**config.mk**
```make
export PLATFORM = sky130hd
export DESIGN_NAME = apb_master_arb_flat
export DESIGN_NICKNAME = d
export VERILOG_FILES = /design/src/rtl/apb_master_arb_if.sv /design/src/rtl/apb_master_arb.sv /design/src/flat_wrapper.sv
export SDC_FILE = /design/constraint.sdc
export NUM_CORES = 1
export LEC_CHECK = 0
export CAP_MARGIN = 20
export CORE_AREA = 2 2 99 101
export CTS_BUF_LIST = sky130_fd_sc_hd__clkbuf_2
export DETAILED_ROUTE_END_ITERATION = 6
export DIE_AREA = 0 0 101 103
export PLACE_DENSITY = 0.92
export SYNTH_ARGS = -nofsm -noshare
export SYNTH_HDL_FRONTEND = slang
export SYNTH_SLANG_ARGS = --single-unit
```
**constraint.sdc**
```tcl
create_clock -name PClk -period 3.9 [get_ports PClk]
set_input_delay 0.39 -clock PClk [delete_from_list [all_inputs] [get_ports PClk]]
set_output_delay 0.39 -clock PClk [all_outputs]
set_load 0.005 [all_outputs]
```
**src/rtl/apb_master_arb_if.sv**
```systemverilog
// Bundle of requester-side and APB-side signals for apb_master_arb.
// The master modport is the arbiter's view; slave is the environment's view.
interface apb_master_arb_if #(
    parameter int NUM_REQ        = 2,
    parameter int APB_ADDR_WIDTH = 16,
    parameter int APB_DATA_WIDTH = 32
);
    logic [NUM_REQ-1:0]                req_valid;
    logic [NUM_REQ-1:0]                req_write;
    logic [NUM_REQ*APB_ADDR_WIDTH-1:0] req_addr;
    logic [NUM_REQ*APB_DATA_WIDTH-1:0] req_wdata;
    logic [NUM_REQ-1:0]                req_ready;
    logic [NUM_REQ-1:0]                rsp_valid;
    logic [APB_DATA_WIDTH-1:0]         rsp_rdata;
    logic                              busy;

    logic [APB_ADDR_WIDTH-1:0]         PAddr;
    logic                              PSel;
    logic                              PEnable;
    logic                              PWrite;
    logic [APB_DATA_WIDTH-1:0]         PWData;
    logic [APB_DATA_WIDTH-1:0]         PRData;

    modport master (
        input  req_valid, req_write, req_addr, req_wdata, PRData,
        output req_ready, rsp_valid, rsp_rdata, busy,
               PAddr, PSel, PEnable, PWrite, PWData
    );

    modport slave (
        output req_valid, req_write, req_addr, req_wdata, PRData,
        input  req_ready, rsp_valid, rsp_rdata, busy,
               PAddr, PSel, PEnable, PWrite, PWData
    );
endinterface

```
**src/rtl/apb_master_arb.sv**
```systemverilog
// Round-robin arbiter sharing one APB bus among NUM_REQ requesters.
// Sequences SETUP/ACCESS, captures PRData and returns a one-cycle completion pulse.
module apb_master_arb #(
    parameter int NUM_REQ        = 2,
    parameter int APB_ADDR_WIDTH = 16,
    parameter int APB_DATA_WIDTH = 32
) (
    input  logic             PClk,
    input  logic             Rst_n,
    apb_master_arb_if.master bus
);
    localparam int IDX_W = $clog2(NUM_REQ);

    typedef enum logic [1:0] {
        ST_IDLE   = 2'd0,
        ST_SETUP  = 2'd1,
        ST_ACCESS = 2'd2
    } state_t;

    state_t                    r_state;
    state_t                    w_next_state;

    logic [IDX_W-1:0]          r_ptr;
    logic [IDX_W-1:0]          r_cur_idx;
    logic [IDX_W-1:0]          w_gnt_idx;
    logic                      w_any_req;
    logic                      w_grant;
    logic [NUM_REQ-1:0]        w_gnt_oh;
    logic [2*NUM_REQ-1:0]      w_req_dbl;
    logic [NUM_REQ-1:0]        w_rot;
    logic [IDX_W:0]            w_shift;
    logic [IDX_W+1:0]          w_sum;

    logic [APB_ADDR_WIDTH-1:0] w_sel_addr;
    logic [APB_DATA_WIDTH-1:0] w_sel_wdata;
    logic                      w_sel_write;

    logic [APB_ADDR_WIDTH-1:0] r_paddr;
    logic [APB_DATA_WIDTH-1:0] r_pwdata;
    logic                      r_pwrite;
    logic [NUM_REQ-1:0]        r_rsp_valid;
    logic [APB_DATA_WIDTH-1:0] r_rsp_rdata;
    logic                      w_psel;
    logic                      w_penable;

    // Rotate the request vector so bit 0 is the requester just after the
    // last grant; the lowest set bit of the rotated vector wins.
    always_comb begin
        w_any_req = |bus.req_valid;
        w_shift   = {1'b0, r_ptr} + (IDX_W+1)'(1);
        w_req_dbl = {bus.req_valid, bus.req_valid};
        w_rot     = NUM_REQ'(w_req_dbl >> w_shift);
        w_sum     = '0;
        for (int j = NUM_REQ - 1; j >= 0; j--) begin
            if (w_rot[j]) begin
                w_sum = (IDX_W+2)'(w_shift) + (IDX_W+2)'(j);
            end
        end
        if (w_sum >= (IDX_W+2)'(NUM_REQ)) begin
            w_sum = w_sum - (IDX_W+2)'(NUM_REQ);
        end
        w_gnt_idx = w_sum[IDX_W-1:0];
    end

    // Grants happen only where a new SETUP may follow: from IDLE or ACCESS.
    always_comb begin
        w_grant  = Rst_n && w_any_req && (r_state != ST_SETUP);
        w_gnt_oh = w_grant ? (NUM_REQ'(1) << w_gnt_idx) : '0;
    end

    // NOTE: every always_comb output gets a default first so no path can
    // leave it unassigned and infer a latch.
    always_comb begin
        w_sel_addr  = '0;
        w_sel_wdata = '0;
        w_sel_write = 1'b0;
        for (int i = 0; i < NUM_REQ; i++) begin
            if (w_gnt_idx == IDX_W'(i)) begin
                w_sel_addr  = bus.req_addr[i*APB_ADDR_WIDTH +: APB_ADDR_WIDTH];
                w_sel_wdata = bus.req_wdata[i*APB_DATA_WIDTH +: APB_DATA_WIDTH];
                w_sel_write = bus.req_write[i];
            end
        end
    end

    // NOTE: sequential state uses non-blocking assignments so every register
    // samples the pre-edge values regardless of process ordering.
    always_ff @(posedge PClk or negedge Rst_n) begin
        if (!Rst_n) begin
            r_state <= ST_IDLE;
        end else begin
            r_state <= w_next_state;
        end
    end

    always_comb begin
        w_next_state = r_state;
        case (r_state)
            ST_IDLE:   w_next_state = w_any_req ? ST_SETUP : ST_IDLE;
            ST_SETUP:  w_next_state = ST_ACCESS;
            ST_ACCESS: w_next_state = w_any_req ? ST_SETUP : ST_IDLE;
            default:   w_next_state = ST_IDLE;
        endcase
    end

    always_comb begin
        w_psel    = (r_state == ST_SETUP) || (r_state == ST_ACCESS);
        w_penable = (r_state == ST_ACCESS);
    end

    // Payload, pointer and response registers; bus payload holds between transfers.
    always_ff @(posedge PClk or negedge Rst_n) begin
        if (!Rst_n) begin
            r_ptr       <= IDX_W'(NUM_REQ - 1);
            r_cur_idx   <= '0;
            r_paddr     <= '0;
            r_pwdata    <= '0;
            r_pwrite    <= 1'b0;
            r_rsp_valid <= '0;
            r_rsp_rdata <= '0;
        end else begin
            r_rsp_valid <= '0;
            if (r_state == ST_ACCESS) begin
                r_rsp_valid <= NUM_REQ'(1) << r_cur_idx;
                r_rsp_rdata <= r_pwrite ? '0 : bus.PRData;
            end
            if (w_grant) begin
                r_ptr     <= w_gnt_idx;
                r_cur_idx <= w_gnt_idx;
                r_paddr   <= w_sel_addr;
                r_pwdata  <= w_sel_wdata;
                r_pwrite  <= w_sel_write;
            end
        end
    end

    assign bus.req_ready = w_gnt_oh;
    assign bus.rsp_valid = r_rsp_valid;
    assign bus.rsp_rdata = r_rsp_rdata;
    assign bus.busy      = w_psel;
    assign bus.PAddr     = r_paddr;
    assign bus.PSel      = w_psel;
    assign bus.PEnable   = w_penable;
    assign bus.PWrite    = r_pwrite;
    assign bus.PWData    = r_pwdata;
endmodule

```
**src/flat_wrapper.sv**
```systemverilog
// flat-port wrapper written by rule: the top's interface ports become plain ports
module apb_master_arb_flat 
#(
    parameter int NUM_REQ        = 2,
    parameter int APB_ADDR_WIDTH = 16,
    parameter int APB_DATA_WIDTH = 32
)
  (PClk, Rst_n, bus_req_valid, bus_req_write, bus_req_addr, bus_req_wdata, bus_PRData, bus_req_ready, bus_rsp_valid, bus_rsp_rdata, bus_busy, bus_PAddr, bus_PSel, bus_PEnable, bus_PWrite, bus_PWData);
  apb_master_arb_if #(.NUM_REQ(NUM_REQ), .APB_ADDR_WIDTH(APB_ADDR_WIDTH), .APB_DATA_WIDTH(APB_DATA_WIDTH)) bus_i ();
  input  logic PClk;
  input  logic Rst_n;
  input wire logic [$bits(bus_i.req_valid)-1:0] bus_req_valid;
  input wire logic [$bits(bus_i.req_write)-1:0] bus_req_write;
  input wire logic [$bits(bus_i.req_addr)-1:0] bus_req_addr;
  input wire logic [$bits(bus_i.req_wdata)-1:0] bus_req_wdata;
  input wire logic [$bits(bus_i.PRData)-1:0] bus_PRData;
  output wire logic [$bits(bus_i.req_ready)-1:0] bus_req_ready;
  output wire logic [$bits(bus_i.rsp_valid)-1:0] bus_rsp_valid;
  output wire logic [$bits(bus_i.rsp_rdata)-1:0] bus_rsp_rdata;
  output wire logic [$bits(bus_i.busy)-1:0] bus_busy;
  output wire logic [$bits(bus_i.PAddr)-1:0] bus_PAddr;
  output wire logic [$bits(bus_i.PSel)-1:0] bus_PSel;
  output wire logic [$bits(bus_i.PEnable)-1:0] bus_PEnable;
  output wire logic [$bits(bus_i.PWrite)-1:0] bus_PWrite;
  output wire logic [$bits(bus_i.PWData)-1:0] bus_PWData;
  assign bus_i.req_valid = bus_req_valid;
  assign bus_i.req_write = bus_req_write;
  assign bus_i.req_addr = bus_req_addr;
  assign bus_i.req_wdata = bus_req_wdata;
  assign bus_i.PRData = bus_PRData;
  assign bus_req_ready = bus_i.req_ready;
  assign bus_rsp_valid = bus_i.rsp_valid;
  assign bus_rsp_rdata = bus_i.rsp_rdata;
  assign bus_busy = bus_i.busy;
  assign bus_PAddr = bus_i.PAddr;
  assign bus_PSel = bus_i.PSel;
  assign bus_PEnable = bus_i.PEnable;
  assign bus_PWrite = bus_i.PWrite;
  assign bus_PWData = bus_i.PWData;
  apb_master_arb #(.NUM_REQ(NUM_REQ), .APB_ADDR_WIDTH(APB_ADDR_WIDTH), .APB_DATA_WIDTH(APB_DATA_WIDTH)) u_core (.PClk(PClk), .Rst_n(Rst_n), .bus(bus_i));
endmodule
```
==> flow_metrics.env, run 1 <==
export IMPL_yosys_warnings=0
export IMPL_post_cts_resized=0
export IMPL_drt_first_pass_iters=4
export IMPL_cp_arrival_ns=2.90
export IMPL_end_kind="primary output"
export IMPL_yosys_area_top_type_share=0.5590
export IMPL_path_cells="inv_1, ha_1, nor2b_4, and3_2, clkdlybuf4s50_1"
export IMPL_antenna_cells=0
export IMPL_ff_latch_area_um2=2178
export IMPL_holdPathStages=3
export IMPL_n_fill_cell=697
export IMPL_die_height_um=103
export IMPL_post_route_min_period_ns=3.288
export IMPL_min_to="u_core.bus.rsp_rdata[24]"
export IMPL_synthFlopType="dfrtp_1"
export IMPL_ys_seq_elements=87
export IMPL_power_density_nw_per_um2=642.8
export IMPL_reg2regPathDepth=5
export IMPL_coreArea_um2=9459
export IMPL_cts_root_buf="clkbuf_2"
export IMPL_busiest_layer="met2"
export IMPL_vias_per_cell=5.373
export IMPL_placed_cells=638
export IMPL_critPathSlowestCell="and3_2"
export IMPL_place_congestion=0.8012
export IMPL_dp_hpwl_um=7987
export IMPL_drc=0
export IMPL_critical_path_top_delay_family="simple AND/OR/NAND/NOR gates"
export IMPL_layout_cells_non_filler=656
export IMPL_syn_avg_cell_area_um2=11.60
export IMPL_status="finished, final reports clean"
export IMPL_grt_setup_unrepaired="no"
export IMPL_use_met2=0.3590
export IMPL_grt_ovfl_total=0
export IMPL_slowest_delay_ns=0.86
export IMPL_drt_total_wl_um=11450
export IMPL_synth_area_leaders="dfrtp_1 56%, a221o_1 13%, a21boi_0 8.2%"
export IMPL_setup_viol=0
export IMPL_grt_pass1_vias=3429
export IMPL_cp_max_fo=52
export IMPL_hold_viol_final=0
export IMPL_maxCapViolCount=0
export IMPL_clk_pin_slew_ns=0.22
export IMPL_reg2reg_to="u_core.bus.PAddr[6]"
export IMPL_min_from="bus_PRData[24]"
export IMPL_cp_data_required_time_ns=3.51
export IMPL_grtUsageMet1=0.2725
export IMPL_max_freq_mhz=304.1
export IMPL_r2r_start="u_core.r_state[1]"
export IMPL_grtUsageMet3=0.04475
export IMPL_relSlewSlack=0.3396
export IMPL_drt_iter0_markers=95
export IMPL_synth_edf_count=0
export IMPL_timing_final_crit_share=0.8432
export IMPL_grt_start_max_net_pins=88
export IMPL_io_pins=222
export IMPL_grt_pass1_wl_um=17270
export IMPL_clock_sinks=87
export IMPL_wire_per_inst_um=17.45
export IMPL_cts_tree="done"
export IMPL_syn_nets=469
export IMPL_rrSetupSlack_ns=1.81
export IMPL_cts_buffer_depth=2
export IMPL_whs_ns=0.4095
export IMPL_synthesis_area_um2=3850
export IMPL_hold_path_class="primary input to register"
export IMPL_worst_pin_slew_ns=0.9906
export IMPL_synthArstFlopShare=1.000
export IMPL_final_max_slew_viol_count=0
export IMPL_multi_input_area_um2=1360
export IMPL_ir_drop_v=0.0003068
export IMPL_die_x_um=101
export IMPL_leakage_nw=2.576
export IMPL_cts_max_level=3
export IMPL_pwr_share_seq=0.397
export IMPL_yosys_area_top_type="dfrtp_1"
export IMPL_p_sw_frac=0.3169
export IMPL_vias=3525
export IMPL_grtUsageTotal=0.2139
export IMPL_antenna_found_initial=0
export IMPL_p_int_mw=2.714
export IMPL_final_setup_tns_ns=0
export IMPL_place_port_buffers=221
export IMPL_clock_latency_ns=0.54
export IMPL_drive_above_1_share=0.04244
export IMPL_rows=36
export IMPL_yosysSeqAreaShare=0.5658
export IMPL_area_growth_pct=60.58
export IMPL_startpoint_type="register"
export IMPL_cts_buffers=9
export IMPL_crit_type="register to primary output"
export IMPL_skew_ns=0.03880
export IMPL_ant_nets=0
export IMPL_placed_cell_area_um2=6048
export IMPL_synthCells=332
export IMPL_fin_area_um2=6182
export IMPL_switching_power_mw=1.259
export IMPL_ys_types=22
export IMPL_start_util=0.4070
export IMPL_synth_common_cells="86 x dfrtp_1, 49 x a221o_1, 42 x a21boi_0"
export IMPL_combPwrFrac=0.493
export IMPL_fin_nets=674
export IMPL_path_buf_inv=2
export IMPL_pwr_share_clk=0.110
export IMPL_yosys_cell_count_top_type="dfrtp_1"
export IMPL_dieArea_um2=10400
-- cell families after synthesis --
group	Yosys count	share of synthesized area
AOI/OAI and AO/OA	133	0.2704
DFF	87	0.5658
buffers and inverters	67	0.08157
and+or+nand+nor	42	0.07247
adders and majority gates	3	0.009751
-- area by class of cell --
type | count | share of cell area
repair buffers | 227 | 0.3671
flip-flops and latches | 87 | 0.3524
multi-input cells | 178 | 0.2200
well taps | 114 | 0.02307
inverters | 34 | 0.02064
clock buffers | 11 | 0.008905
clock inverters | 5 | 0.007893
-- per-layer routing --
layer | wire, um | vias up | share of wire
met1 | 4786 | 1707 | 0.42
li1 | - | 1617 | -
met2 | 5517 | 188 | 0.48
met5 | 0 | - | 0
met4 | 192 | 0 | 0.017
met3 | 949 | 13 | 0.083
-- power by group through the flow --
stage | registers, mW | logic (mW) | clock network [mW]
final | 1.58 | 1.96 | 0.437
after global routing | 1.63 | 2.12 | 0.488
after CTS | 1.58 | 1.97 | 0.450
after detailed placement | 1.58 | 1.97 | 0
after global placement | 1.57 | 1.90 | 0
after floorplan | 1.57 | 0.789 | 0
-- layout by cell type, fill, tap and decap left out, types with 2 or more instances in the layout --
master and n:
nor2b_1 2, o21ai_0 32, clkbuf_2 11, buf_4 5, a21o_1 2, a21boi_1 7, nand2_1 9, nand3b_1 25
a21boi_0 42, a221o_1 49, inv_1 34, clkdlybuf4s50_1 220, clkinv_1 3, and3_2 2, ha_1 3, dfrtp_1 86
-- how the worst max path moves through the flow --
stage	slack [ns]	depth (start not counted)	startpoint	end
floorplan	2.31	5	u_core.r_state[0]	bus_req_ready[1]
global placement	1.16	4	bus_req_valid[0]	bus_req_ready[1]
detailed placement	1.11	4	bus_req_valid[0]	bus_req_ready[1]
CTS	0.57	5	u_core.r_state[1]	bus_req_ready[1]
global route	0.43	5	u_core.r_state[1]	bus_req_ready[0]
finish	0.61	5	u_core.r_state[1]	bus_req_ready[1]
-- tightest hold or removal path, cell delays in order --
cell and delay [ns]:
clkdlybuf4s50_1 0.40, nand2_1 0.06, o21ai_0 0.07
-- registers in the layout, indices dropped and copies added (netlist names) --
name / count
u_core.bus.PAddr: 16
u_core.bus.PWData: 32
u_core.bus.PWrite: 1
u_core.bus.rsp_rdata: 32
u_core.bus.rsp_valid: 2
u_core.r_cur_idx: 1
u_core.r_ptr: 1
u_core.r_state: 2
-- through the flow --
stage,setup slack [ns],power [mW],utilization
3_3_place_gp,1.159,3.471,0.6394
3_5_place_dp,1.106,3.552,0.6394
2_1_floorplan,2.305,2.362,-
5_1_grt,0.4266,4.239,0.6536
4_1_cts,0.5688,4.001,0.6504
6_report,0.6115,3.974,0.6536
-- repair_timing --
action                                 4_1_cts  5_1_grt
setup buffers                                0        0
hold buffers                                 0        1
endpoints found under the hold margin        0       42
(Power assumes the default switching activity.)
==> inputs of run 2 (changes only) <==
--- a/config.mk
+++ b/config.mk
@@ -6,11 +6,11 @@
 export NUM_CORES = 1
 export LEC_CHECK = 0
 export CAP_MARGIN = 20
-export CORE_AREA = 2 2 99 101
+export CORE_AREA = 2 2 103 105
 export CTS_BUF_LIST = sky130_fd_sc_hd__clkbuf_2
 export DETAILED_ROUTE_END_ITERATION = 6
-export DIE_AREA = 0 0 101 103
-export PLACE_DENSITY = 0.92
+export DIE_AREA = 0 0 105 107
+export PLACE_DENSITY = 0.87
 export SYNTH_ARGS = -nofsm -noshare
 export SYNTH_HDL_FRONTEND = slang
 export SYNTH_SLANG_ARGS = --single-unit
==> constraint.sdc (replaced) <==
create_clock -name PClk -period 3.4 [get_ports PClk]
set_input_delay 0.34 -clock PClk [delete_from_list [all_inputs] [get_ports PClk]]
set_output_delay 0.34 -clock PClk [all_outputs]
set_load 0.005 [all_outputs]
==> run 2 against run 1 <==
Wire length up 1.0%. Global-route usage decreased by 0.63 points. Setup slack got worse by 0.44 ns. Sequential share of layout area decreased by 0.61 points. Clock power increased by 68%. Cell area grew 1.8%. Clock skew is 0.0051 ns lower. Worst hold slack lost 0.053 ns. Core utilization fell by 3.0 points. Critical endpoint unchanged.
==> flow_metrics.env, run 2 (same netlist as run 1, synthesis figures left out) <==
export IMPL_worst_pin_slew_ns=1.010
export IMPL_grt_pass1_wl_um=18550
export IMPL_die_height_um=107
export IMPL_grt_ovfl_total=0
export IMPL_drt_first_pass_iters=5
export IMPL_final_common_cell="clkdlybuf4s50_1"
export IMPL_finalPower_mw=4.801
export IMPL_dieArea_um2=11240
export IMPL_grt_pass1_vias=3728
export IMPL_grt_setup_unrepaired="yes"
export IMPL_r2r_start="u_core.r_state[0]"
export IMPL_setup_viol=0
export IMPL_dp_hpwl_um=8222
export IMPL_vias=3527
export IMPL_layout_common_cells="220 x clkdlybuf4s50_1, 86 x dfrtp_1, 49 x a221o_1, 42 x a21boi_0, 34 x inv_1"
export IMPL_end_kind="primary output"
export IMPL_start_util=0.3815
export IMPL_switching_power_mw=1.460
export IMPL_max_freq_mhz=309.7
export IMPL_critPathSlowestCell="and3_2"
export IMPL_die_x_um=105
export IMPL_maxCapViolCount=0
export IMPL_holdPathStages=3
export IMPL_antenna_cells=0
export IMPL_hold_viol_final=0
export IMPL_clk_pin_slew_ns=0.24
export IMPL_cp_arrival_ns=2.89
export IMPL_leakage_nw=2.617
export IMPL_cts_setup_buffers=0
export IMPL_final_max_slew_viol_count=0
export IMPL_reg2reg_to="u_core.bus.PWrite"
export IMPL_placed_cell_area_um2=6083
export IMPL_power_density_nw_per_um2=763.1
export IMPL_fin_area_um2=6291
export IMPL_startpoint_type="register"
export IMPL_relSlewSlack=0.3269
export IMPL_fin_nets=675
export IMPL_coreArea_um2=10090
export IMPL_cts_root_buf="clkbuf_2"
export IMPL_min_to="u_core.bus.rsp_rdata[24]"
export IMPL_min_from="bus_PRData[24]"
export IMPL_timing_final_crit_share=0.9498
export IMPL_area_growth_pct=63.41
export IMPL_cp_max_fo=52
export IMPL_ir_drop_v=0.0003358
export IMPL_place_port_buffers=221
export IMPL_rrSetupSlack_ns=1.28
export IMPL_path_cells="ha_1, nor2b_4, and3_2, clkdlybuf4s50_1"
export IMPL_crit_type="register to primary output"
export IMPL_placed_cells=661
export IMPL_post_route_util=0.6234
export IMPL_cts_tree="done"
export IMPL_pwr_share_seq=0.371
export IMPL_drt_total_wl_um=11560
export IMPL_cts_buffers=9
export IMPL_cp_data_required_time_ns=3.06
export IMPL_antenna_found_initial=0
export IMPL_status="finished, final reports clean"
export IMPL_drive_above_1_share=0.04613
export IMPL_slowest_delay_ns=0.87
export IMPL_layout_cells_non_filler=678
export IMPL_wire_per_inst_um=17.06
export IMPL_p_int_mw=3.340
export IMPL_path_buf_inv=1
export IMPL_drt_iter0_markers=214
export IMPL_p_sw_frac=0.3042
export IMPL_reg2regPathDepth=4
export IMPL_pwr_share_clk=0.153
export IMPL_critical_path_top_delay_family="simple AND/OR/NAND/NOR gates"
export IMPL_ant_nets=0
export IMPL_combPwrFrac=0.477
export IMPL_vias_per_cell=5.202
export IMPL_hold_path_class="primary input to register"
export IMPL_grtUsageTotal=0.2076
export IMPL_io_pins=222
export IMPL_post_route_min_period_ns=3.229
export IMPL_rows=37
export IMPL_grt_start_max_net_pins=88
export IMPL_cts_buffer_depth=2
export IMPL_clock_latency_ns=0.52
export IMPL_place_congestion=0.8068
export IMPL_cts_max_level=3
export IMPL_drc=0
export IMPL_skew_ns=0.03372
export IMPL_clock_sinks=87
## run 2: cell count changes in the layout (fill, tap and decap cells not counted), sizes merged
cell,previous run,this run
buf,6,7
bufinv,1,4
clkbuf,11,9
clkinv,3,1
clkinvlp,1,0
inv,34,35
## run 2: worst register-to-register path, stage by stage, from the launching register on
cell     delay, ns
dfrtp_1       0.45
ha_1          0.25
nor2b_4       0.14
and3_2        0.87
a221o_1       0.33
## run 2: how the worst max path moves through the flow
stage | startpoint | to | slack (ns) | cells past startpoint
after detailed placement | bus_req_valid[1] | bus_req_ready[1] | 0.70 | 3
after global placement | bus_req_valid[0] | bus_req_ready[1] | 0.72 | 4
after global routing | u_core.r_state[1] | bus_req_ready[1] | -0.03 | 5
after floorplan | u_core.r_state[1] | u_core.bus.PWData[21] | 1.84 | 7
final | u_core.r_state[0] | bus_req_ready[1] | 0.17 | 4
after CTS | u_core.r_state[0] | bus_req_ready[1] | 0.10 | 4
## run 2: power groups by stage
stage	clock [mW]	sequential (mW)	combinational, mW
4_1_cts	0.758	1.78	2.31
2_1_floorplan	0	1.80	0.905
5_1_grt	0.798	1.84	2.48
3_3_place_gp	0	1.77	2.23
6_report	0.733	1.78	2.29
3_5_place_dp	0	1.79	2.31
## run 2: timing repair
item                                   in CTS  in global routing
resized for setup                           0                  0
hold buffers                                0                  1
setup endpoints to repair                   0                  2
endpoints found under the hold margin       0                 44
## run 2: per-stage QoR
stage               hold WS (ns)  setup slack (ns)  setup TNS [ns]
floorplan                0.04441             1.839               0
global placement          0.4401            0.7212               0
detailed placement        0.4469            0.7018               0
CTS                      0.06479            0.1050               0
global route              0.2909          -0.02603        -0.05199
finish                    0.3569            0.1706               0
## run 2: area by class of cell
class	count	area, um2
multi-input combinational	178	1360
clock buffer	9	45.04
fill	797	3801
sequential	87	2178
clock inverter	6	132.6
tap	136	170.2
inverter	34	127.6
timing repair buffer	228	2277
## run 2: routing by layer
metal  vias to the layer above  global-route usage  wire length (um)
met1                      1697              0.2529              4813
met2                       195              0.3483              5555
li1                       1612                   -                 -
met4                         0             0.08476               301
met3                        23             0.05775               893
met5                         -                   0                 0
